[src/rtl/fetch_pkg.sv]
// rtl/fetch_pkg.sv - shared sizes and scheduler state type for the fetch read scheduler
package fetch_pkg;

    localparam int LANES = 12;
    localparam int WIDTH = 8;
    localparam int IDXW  = $clog2(LANES);
    localparam int BURST = 4;

    typedef enum logic [1:0] {
        IDLE   = 2'd0,
        STREAM = 2'd1,
        STALL  = 2'd2
    } sched_state_t;

endpackage

[src/rtl/fetch_scheduler_rr_pick.sv]
// rtl/fetch_scheduler_rr_pick.sv - rotate-priority encoder: first set req at or after ptr
module rr_pick
    import fetch_pkg::*;
(
    input  logic [LANES-1:0] req,
    input  logic [IDXW-1:0]  ptr,
    output logic [IDXW-1:0]  gnt_idx,
    output logic             gnt_valid
);

    int              idx;
    logic [IDXW-1:0] sel;

    // Walk from the farthest offset down so the nearest request wins last.
    always_comb begin
        gnt_idx   = '0;
        gnt_valid = 1'b0;
        idx       = 0;
        sel       = '0;
        for (int k = LANES - 1; k >= 0; k--) begin
            idx = int'(ptr) + k;
            if (idx >= LANES) idx = idx - LANES;
            sel = IDXW'(idx);
            if (req[sel]) begin
                gnt_idx   = sel;
                gnt_valid = 1'b1;
            end
        end
    end

endmodule

[src/rtl/fetch_scheduler.sv]
// rtl/fetch_scheduler.sv - round-robin pop scheduler from fetcher lanes to one valid/ready stream
// Optional FETCH_SCHED_BURST_EN: keep the grant on one lane for up to BURST consecutive pops.
module fetch_scheduler
    import fetch_pkg::*;
(
    input  logic                   clk,
    input  logic                   rst,
    input  logic [LANES-1:0]       lane_en,
    input  logic [LANES-1:0]       empty,
    input  logic [LANES*WIDTH-1:0] fetch_data,
    output logic [LANES-1:0]       read,
    output logic [WIDTH-1:0]       m_data,
    output logic [IDXW-1:0]        m_lane,
    output logic                   m_valid,
    input  logic                   m_ready,
    output logic                   busy
);

    sched_state_t    state_q, state_d;
    logic [IDXW-1:0] ptr_q, ptr_d;
    logic            m_valid_q, m_valid_d;
    logic [WIDTH-1:0] m_data_q, m_data_d;
    logic [IDXW-1:0] m_lane_q, m_lane_d;

    logic [LANES-1:0] elig;
    logic             space;
    logic [IDXW-1:0]  rr_idx, gnt_idx;
    logic             rr_valid, gnt_valid;
    logic             pop;

    assign elig  = lane_en & ~empty;
    assign space = ~m_valid_q | m_ready;

    rr_pick u_pick (
        .req       (elig),
        .ptr       (ptr_q),
        .gnt_idx   (rr_idx),
        .gnt_valid (rr_valid)
    );

`ifdef FETCH_SCHED_BURST_EN
    localparam int CNTW = $clog2(BURST + 1);

    logic [CNTW-1:0] burst_cnt_q, burst_cnt_d;
    logic [IDXW-1:0] burst_lane_q, burst_lane_d;
    logic            hold;

    // ptr already points past the burst lane, so a broken burst resumes the rotation.
    assign hold      = (burst_cnt_q != '0) & elig[burst_lane_q];
    assign gnt_idx   = hold ? burst_lane_q : rr_idx;
    assign gnt_valid = hold | rr_valid;
`else
    assign gnt_idx   = rr_idx;
    assign gnt_valid = rr_valid;
`endif

    assign pop  = space & gnt_valid & ~rst;
    assign read = pop ? (LANES'(1) << gnt_idx) : '0;

    always_comb begin
        ptr_d     = ptr_q;
        m_valid_d = m_valid_q;
        m_data_d  = m_data_q;
        m_lane_d  = m_lane_q;
        if (pop) begin
            m_valid_d = 1'b1;
            m_data_d  = fetch_data[gnt_idx*WIDTH +: WIDTH];
            m_lane_d  = gnt_idx;
            ptr_d     = (gnt_idx == IDXW'(LANES - 1)) ? '0 : gnt_idx + 1'b1;
        end else if (m_ready) begin
            m_valid_d = 1'b0;
        end
    end

`ifdef FETCH_SCHED_BURST_EN
    always_comb begin
        burst_cnt_d  = burst_cnt_q;
        burst_lane_d = burst_lane_q;
        if (pop) begin
            if (hold) begin
                burst_cnt_d = burst_cnt_q + 1'b1;
            end else begin
                burst_cnt_d  = CNTW'(1);
                burst_lane_d = gnt_idx;
            end
            if (burst_cnt_d == CNTW'(BURST)) burst_cnt_d = '0;
        end else if (!hold) begin
            burst_cnt_d = '0;
        end
    end

    always_ff @(posedge clk) begin
        if (rst) begin
            burst_cnt_q  <= '0;
            burst_lane_q <= '0;
        end else begin
            burst_cnt_q  <= burst_cnt_d;
            burst_lane_q <= burst_lane_d;
        end
    end
`endif

    always_comb begin
        state_d = IDLE;
        if (m_valid_d & ~m_ready) state_d = STALL;
        else if (pop)             state_d = STREAM;
    end

    always_ff @(posedge clk) begin
        if (rst) begin
            state_q   <= IDLE;
            ptr_q     <= '0;
            m_valid_q <= 1'b0;
            m_data_q  <= '0;
            m_lane_q  <= '0;
        end else begin
            state_q   <= state_d;
            ptr_q     <= ptr_d;
            m_valid_q <= m_valid_d;
            m_data_q  <= m_data_d;
            m_lane_q  <= m_lane_d;
        end
    end

    assign m_valid = m_valid_q;
    assign m_data  = m_data_q;
    assign m_lane  = m_lane_q;
    assign busy    = (state_q != IDLE);

endmodule

[config.mk]
export PLATFORM = sky130hd
export DESIGN_NAME = fetch_scheduler
export DESIGN_NICKNAME = d
export VERILOG_FILES = /design/src/rtl/fetch_pkg.sv /design/src/rtl/fetch_scheduler_rr_pick.sv /design/src/rtl/fetch_scheduler.sv
export SDC_FILE = /design/constraint.sdc
export NUM_CORES = 1
export LEC_CHECK = 0
export BUFFER_PORTS_ARGS = -buffer_cell sky130_fd_sc_hd__buf_2
export CAP_MARGIN = 20
export CELL_PAD_IN_SITES_DETAIL_PLACEMENT = 0
export CELL_PAD_IN_SITES_GLOBAL_PLACEMENT = 1
export CORE_ASPECT_RATIO = 0.5
export CORE_MARGIN = 1.5
export CORE_UTILIZATION = 25
export DETAILED_ROUTE_END_ITERATION = 8
export PLACE_DENSITY = 0.62
export SYNTH_ARGS = -nofsm -noshare
export SYNTH_HDL_FRONTEND = slang
export SYNTH_SLANG_ARGS = --single-unit
[constraint.sdc]
create_clock -name clk -period 6.2 [get_ports clk]
set_input_delay 1.55 -clock clk [delete_from_list [all_inputs] [get_ports clk]]
set_output_delay 1.55 -clock clk [all_outputs]
set_load 0.1 [all_outputs]
==> flow_summary.yaml, run 1 <==
cts:
  htree_levels: 1
  clockRootBuffer: "clkbuf_16"
  cts_buffers: 3
  clock_latency_ps: 250
  path_clk_slew_ps: 50
  cts.sinks: 19
  cts_tree: "yes"
  cts.path.max_buffers: 2
setup_path:
  reg2reg_depth: 20
  rrSetupSlack_ps: 1200
  critPathKind: "primary input to output port"
  required_ps: 4650
  cp_max_fo: 5
  critPathSlowestCell: "or4_4"
  crit_top_cell: "nor2_4"
  end_kind: "output port"
  r2r-end: "m_data[7]"
  crit_chain: "buf_2 > nand2b_4 > mux4_2 > or3_4 > a21oi_4 > nor2_4 > nand4b_4 > nor3b_4 > or3b_4 > or4_4 > buf_6 > nor2_4 > buf_12"
  start_kind: "primary input"
  rr_startpoint: "ptr_q[2]"
  crit_arrival_ps: 4610
  slowest_delay_ps: 580
timing:
  slew_headroom_pct: 56.5
  rsz0062_at_grt: "yes"
  max_freq_mhz: 162
  setup_tns_ps: 0
  period_share_pct: 99.4
  post-route-min-period_ps: 6160
  fin_hold_ws_ps: 455
  tightestPinTransition_ps: 646
  finalMaxSlewViolations: 0
  finalSetupViolCount: 0
  fin_worst_skew_ps: 2.44
  hold_violations: 0
outcome:
  outcome: "finished, final reports clean"
grt:
  grt_pass1_wl_um: 30800
  grt_pass1_vias: 5591
  antenna_found_initial: 0
  groute.usage.overall_pct: 19.0
  grt_max_degree: 30
  gr-total-overflow: 0
yosys:
  yosysTopAreaCell: "dfxtp_1"
  synth_area_leaders: "dfxtp_1 7.8%, mux2i_1 6.1%, mux4_2 6.0%, ha_1 5.9%, mux2_1 4.2%"
  async_flop_share_pct: 0
  synthCells: 602
  synthFlopType: "dfxtp_1"
  synth_cell_types: 92
  syn_avg_cell_area_um2: 8.11
  synth_top_cell_area_share_pct: 7.79
  ys_seq_area_share_pct: 7.79
  syn_nets: 748
  synth_warnings: 0
  syn_area_um2: 4880
  synth.ff_latch_count: 19
  synth-edff-count: 0
cells_and_area:
  final_cell_mix: "133 x buf_2, 72 x buf_4, 44 x nand2_1"
  area_growth_pct: 44.2
  drive_gt1_share_pct: 45.4
  layout_commonest_cell: "buf_2"
  diodes: 0
  nNetsFinal: 933
drt:
  drt_iter0_markers: 461
  wl_per_cell_um: 19.3
  drt_wl_total_um: 20200
  ant_nets: 0
  first_pass_iters: 9
  drc: 0
  vias_per_cell: 5.49
  via_count: 5736
min_path:
  hold_path_class: "flip-flop to flip-flop"
  hold-path-cell-count: 2
  holdPathEnd: "m_lane[2]"
  worstHoldStart: "m_lane[2]"
place:
  io_buffers: 148
  hpwl_um: 16500
  routabilityCongestion: 0.907
die:
  die-area_um2: 20400
  core_um2: 18700
  die_h_um: 102
  rows: 35
  initial_core_util_pct: 26.1
  ios: 149
  die_w_um: 201
flow_run:
  maxCapViolCount: 0
==> synthesized netlist by cell type (3+ instances only) <==
cell type / instances
or3_1: 7
buf_2: 16
a21boi_0: 12
or2_2: 6
dfxtp_1: 19
a2111o_1: 9
nand2b_1: 19
mux4_2: 13
a311oi_1: 8
and3b_1: 3
a21oi_2: 4
nor2_1: 26
a21boi_1: 3
and3_1: 9
a211oi_1: 12
nor3_1: 12
inv_2: 3
ha_1: 23
buf_4: 3
o2111ai_1: 3
mux2_2: 12
a222oi_1: 16
clkbuf_1: 18
xnor2_1: 5
o21a_1: 8
mux2i_1: 30
nand2_1: 46
a21oi_1: 26
inv_1: 18
o21ai_1: 6
nand3_1: 15
mux2_1: 18
a221oi_1: 21
a22o_1: 9
nor2b_1: 18
nor3b_1: 3
a21o_1: 6
buf_6: 5
o21ai_0: 22
and2_1: 13
a31oi_1: 7
==> worst max path at each step <==
stage	startpoint	end	cells past startpoint
final	empty[2]	read[1]	13
after global routing	lane_en[10]	read[1]	13
after CTS	empty[8]	read[1]	12
after detailed placement	empty[6]	read[1]	13
after global placement	empty[7]	read[1]	13
after floorplan	empty[2]	read[0]	12
==> critical path, delay by kind of cell <==
kind	cells	cell delay [ps]
AO/OA/AOI/OAI	1	220
buffers and inverters	3	450
multiplexers	1	550
AND/OR/NAND/NOR	8	1840
==> flip-flops by register name (all words and copies together), names as in the netlist <==
name / cells
m_data: 8
m_valid: 1
state_q: 2
m_lane: 4
ptr_q: 4
==> stage by stage <==
| step | area (um2) | cells | setup slack [ps] | utilization, % |
|---|---|---|---|---|
| finish | 7040 | 1045 | 36.1 | 37.6 |
| global route | 7040 | 1045 | -62.5 | 37.6 |
| CTS | 6690 | 1037 | -1.44 | 35.7 |
| detailed placement | 6600 | 1033 | -117 | 35.2 |
| global placement | 6600 | 1033 | -33.4 | 35.2 |
| floorplan | 5130 | 602 | -226 | - |
==> per-layer routing <==
metal	wire length (um)	track usage, %	share of wire (%)	vias up
met5	0	0	0	-
met4	87	1.27	0.43	0
met3	1260	3.00	6.2	10
met2	9360	33.2	46	209
met1	9500	25.9	47	2750
li1	-	-	-	2767
==> logic make-up after synthesis <==
group / after synthesis / share of synthesized area (%)
AOI/OAI and AO/OA: 217 / 36.1
and+or+nand+nor: 197 / 22.2
muxes: 74 / 19.6
buffers and inverters: 64 / 6.33
adders and majority gates: 23 / 5.89
DFF: 19 / 7.79
xor gates and xnor gates: 8 / 2.13
==> cell type report <==
cell class              count  area (um2)
fillers                  1997       11700
multi-input cells         519        4670
repair buffers            222        1500
flip-flops and latches     19         385
well taps                 259         324
inverters                  22        83.8
clock buffers               4        78.8
==> timing repair <==
action | in CTS | in global routing
endpoints found under the setup margin | 9 | 12
pin swaps | 1 | 16
resized for setup | 6 | 61
hold buffers | 0 | 0
setup buffers | 0 | 8
Power of run 1 is not shown: default switching activity piles up to over one toggle a cycle in this logic, so the estimate is an artifact.
==> run 2, diff against run 1 <==
RECOVER_POWER = 100   (was not set)
==> run 2 against run 1 <==
Compared with the run above:
- worst setup slack worse by 4.1 ps
- hold slack better by 20 ps
- routed wire length up 0.17%
- clock skew about the same
- design area down 1.1%
- first-iteration DRC count down 1.3%
- sequential share of layout area up 0.059 points
- final cell count unchanged
- non-clock buffer count unchanged
- critical path type unchanged
- critical endpoint unchanged
- highest routed layer unchanged
==> flow_summary.yaml, run 2 (synthesized netlist as in run 1, its figures left out) <==
cts:
  cts.path.max_buffers: 2
  cts_tree: "yes"
  hold_buffers: 0
  path_clk_slew_ps: 50
  htree_levels: 1
  cts_buffers: 3
  clockRootBuffer: "clkbuf_16"
  clock_latency_ps: 250
  cts.sinks: 19
die:
  die_h_um: 102
  ios: 149
  core_um2: 18700
  initial_core_util_pct: 26.1
  rows: 35
  die_w_um: 201
  die-area_um2: 20400
cells_and_area:
  final_cell_mix: "119 x buf_2, 68 x buf_4, 44 x nand2_1"
  n_fill_cell: 2006
  nNetsFinal: 933
  area_growth_pct: 42.7
  fin_util_pct: 37.2
  multi_input_area_um2: 4650
  seq_area_um2: 385
  largest_reg_flops: 8
  final_cells: 1045
  diodes: 0
  drive_gt1_share_pct: 43.0
  layout_commonest_cell: "buf_2"
min_path:
  holdPathEnd: "m_lane[3]"
  hold-path-cell-count: 1
  worstHoldStart: "m_lane[3]"
  hold_path_class: "flip-flop to flip-flop"
drt:
  vias_per_cell: 5.50
  ant_nets: 0
  wl_per_cell_um: 19.4
  drt_iter0_markers: 455
  first_pass_iters: 8
  drc: 0
  via_count: 5748
  drt_wl_total_um: 20200
setup_path:
  rr_startpoint: "ptr_q[2]"
  crit_top_cell: "buf_6"
  rrSetupSlack_ps: 840
  critPathBufInv: 3
  required_ps: 4650
  crit_arrival_ps: 4620
  end_kind: "output port"
  critPathSlowestCell: "or4_4"
  r2r-end: "m_data[7]"
  cp_top_family: "simple AND/OR/NAND/NOR gates"
  slowest_delay_ps: 580
  critPathKind: "primary input to output port"
  reg2reg_depth: 20
  crit_chain: "buf_6 > nand2b_4 > mux4_2 > and3b_1 > o21a_1 > nor3_1 > and4_1 > nor3b_4 > or3b_4 > or4_4 > buf_6 > nor2_4 > buf_12"
  start_kind: "primary input"
  cp_max_fo: 5
place:
  post-place-ws_ps: -117
  io_buffers: 148
  routabilityCongestion: 0.907
  place_inst: 1033
  hpwl_um: 16500
flow_run:
  maxCapViolCount: 0
grt:
  grt_pass1_vias: 5591
  grt_pass1_wl_um: 30800
  antenna_found_initial: 0
  gr-total-overflow: 0
  grt_max_degree: 30
  groute.usage.overall_pct: 19.0
timing:
  timing.final.ws_setup_ps: 32.0
  slew_headroom_pct: 17.4
  tightestPinTransition_ps: 1250
  post-route-min-period_ps: 6170
  period_share_pct: 99.5
  hold_violations: 0
  finalSetupViolCount: 0
  rsz0062_at_grt: "yes"
  fin_worst_skew_ps: 2.67
  finalMaxSlewViolations: 0
  max_freq_mhz: 162
outcome:
  outcome: "finished, final reports clean"
## run 2: layout make-up
type	count	share of cell area [%]
Timing Repair Buffer	222	20.8
Multi-Input combinational cell	519	66.7
Inverter	22	1.20
Clock buffer	4	1.13
Sequential cell	19	5.53
Tap cell	259	4.65
## run 2: worst max path at each step
stage,start,end,cells past startpoint
global placement,empty[7],read[1],13
detailed placement,empty[6],read[1],13
finish,empty[3],read[1],13
CTS,empty[8],read[1],12
global route,lane_en[10],read[1],13
floorplan,empty[2],read[0],12
## run 2: what timing repair did
action / 4_1_cts / 5_1_grt
endpoints found under the setup margin: 9 / 12
setup buffers: 0 / 8
pin swaps: 1 / 16
resized for setup: 6 / 61
## run 2: metrics by stage
stage          area [um2]  hold slack (ps)  TNS [ps]
2_1_floorplan        5130              817      -715
3_3_place_gp         6600              459     -39.5
3_5_place_dp         6600              456      -262
4_1_cts              6690              466     -1.44
5_1_grt              6970              500      -206
6_report             6970              475         0
## run 2: layer usage
metal | vias to the layer above | share of wire (%) | track usage (%)
met3 | 10 | 6.2 | 3.00
met1 | 2770 | 47 | 25.9
met2 | 204 | 46 | 33.2
met4 | 0 | 0.53 | 1.27
met5 | - | 0 | 0
li1 | 2764 | - | -
Power of run 2 is left out for the same reason.
==> run 3, diff against run 2 <==
==> constraint.sdc (replaced) <==
create_clock -name clk -period 6.2 [get_ports clk]
set_input_delay 1.55 -clock clk [delete_from_list [all_inputs] [get_ports clk]]
set_output_delay 1.55 -clock clk [all_outputs]
set_load 0.005 [all_outputs]
==> run 3 against run 2 <==
Compared with the run above:
- final cell count increased by 0.48%
- first-iteration DRC count decreased by 9.2%
- critical path type unchanged
- highest routed layer unchanged
- critical endpoint is now read[3]
- global-route usage increased by 0.39 points
- via count decreased by 1.0%
- design area decreased by 7.5%
==> flow_summary.yaml, run 3 (synthesized netlist as in run 1, its figures left out) <==
cts:
  htree_levels: 1
  cts.sinks: 19
  cts_buffers: 3
  clockRootBuffer: "clkbuf_16"
  hold_buffers: 0
  clock_latency_ps: 260
  cts.path.max_buffers: 2
  path_clk_slew_ps: 60
  cts_tree: "yes"
die:
  core_um2: 18700
  die_w_um: 201
  die_h_um: 102
  die-area_um2: 20400
  initial_core_util_pct: 26.1
  ios: 149
  rows: 35
drt:
  drt_iter0_markers: 413
  ant_nets: 0
  via_count: 5690
  wl_per_cell_um: 19.2
  vias_per_cell: 5.42
  first_pass_iters: 5
  drc: 0
  drt_wl_total_um: 20100
min_path:
  hold_path_class: "flip-flop to flip-flop"
  worstHoldStart: "m_lane[3]"
timing:
  finalMaxSlewViolations: 0
  max_freq_mhz: 164
  rsz0062_at_grt: "yes"
  period_share_pct: 98.2
  fin_worst_skew_ps: 5.80
  finalSetupViolCount: 0
  tightestPinTransition_ps: 730
  post-route-min-period_ps: 6090
  slew_headroom_pct: 51.2
  hold_violations: 0
place:
  io_buffers: 148
  place_inst: 1041
  routabilityCongestion: 0.919
  hpwl_um: 16500
setup_path:
  required_ps: 4650
  crit_chain: "buf_2 > nand2b_1 > mux4_2 > a21oi_1 > buf_4 > o21a_1 > nor2_1 > and4_1 > nor3b_2 > or3b_1 > or4_4 > nor3_1 > buf_2"
  end_kind: "output port"
  critPathSlowestCell: "mux4_2"
  slowest_delay_ps: 540
  crit_top_cell: "buf_2"
  worstSetupStartpoint: "empty[7]"
  critPathKind: "primary input to output port"
  cp_top_family: "simple AND/OR/NAND/NOR gates"
  critPathBufInv: 3
  cp_max_fo: 5
  rr_startpoint: "ptr_q[2]"
  rrSetupSlack_ps: 1180
  start_kind: "primary input"
  crit_arrival_ps: 4540
grt:
  grt_pass1_vias: 5547
  gr-total-overflow: 0
  grt_pass1_wl_um: 31500
  groute.usage.overall_pct: 19.4
  grt_max_degree: 37
  antenna_found_initial: 0
cells_and_area:
  diodes: 0
  final_cells: 1050
  layout_commonest_cell: "buf_2"
  final_cell_mix: "135 x buf_2, 78 x buf_4, 46 x nand2_1"
  nNetsFinal: 938
  fin_util_pct: 34.4
  drive_gt1_share_pct: 36.9
  largest_reg_flops: 8
  area_growth_pct: 32.0
outcome:
  outcome: "finished, final reports clean"
flow_run:
  maxCapViolCount: 0
[run 3: changes by cell type in the layout (fill, tap and decap cells not counted), moves of 4 or more]
cell	previous run	this run
o21ai_0	15	19
nand2b_4	11	0
nor3_1	4	12
nor2_4	5	0
and3_2	4	0
clkbuf_1	18	14
buf_4	68	78
nand2b_1	8	19
nor3_4	6	0
buf_6	6	1
and3_1	5	9
nor2_1	21	25
buf_12	8	0
buf_2	119	135
[run 3: per-layer routing]
layer / routed length (um) / global-route usage (%) / vias to the layer above
li1: - / - / 2761
met3: 991 / 2.14 / 8
met1: 9890 / 27.2 / 2745
met4: 131 / 2.72 / 0
met2: 9110 / 33.0 / 176
met5: 0 / 0 / -
[run 3: worst register-to-register path: cells and delay by family (launching register included)]
family	cells	cell delay [ps]
AOI/OAI and AO/OA	8	1790
buffers and inverters	7	1310
adders and majority gates	2	440
DFF	1	360
and+or+nand+nor	2	360
muxes	1	350
xor gates and xnor gates	1	290
[run 3: through the flow]
stage               setup slack (ps)  setup TNS, ps  hold slack (ps)  area [um2]
CTS                             54.6              0              451        6370
finish                           112              0              452        6450
floorplan                        133              0              439        4880
detailed placement             -18.9          -18.9              442        6280
global route                   -20.1          -33.9              467        6450
global placement                33.1              0              434        6280
[run 3: final timing paths]
| kind | depth (start not counted) | to |
|---|---|---|
| max reg2reg | 21 | m_data[6] |
| max | 13 | read[3] |
| min | 1 | m_lane[3] |
| min reg2reg | 1 | m_lane[3] |
[run 3: area by class of cell]
type | count | area (um2)
Multi-Input combinational cell | 519 | 4250
Inverter | 22 | 86.3
Clock buffer | 4 | 78.8
Timing Repair Buffer | 227 | 1320
Fill cell | 2080 | 12300
Sequential cell | 19 | 384
Tap cell | 259 | 324
[run 3: timing repair]
action | CTS | global route
pin swaps | 0 | 4
setup endpoints to repair | 1 | 12
setup buffers | 0 | 5
resized for setup | 1 | 19
endpoints found under the hold margin | 0 | 0
cloned | 0 | 0
Power of run 3 is left out for the same reason.
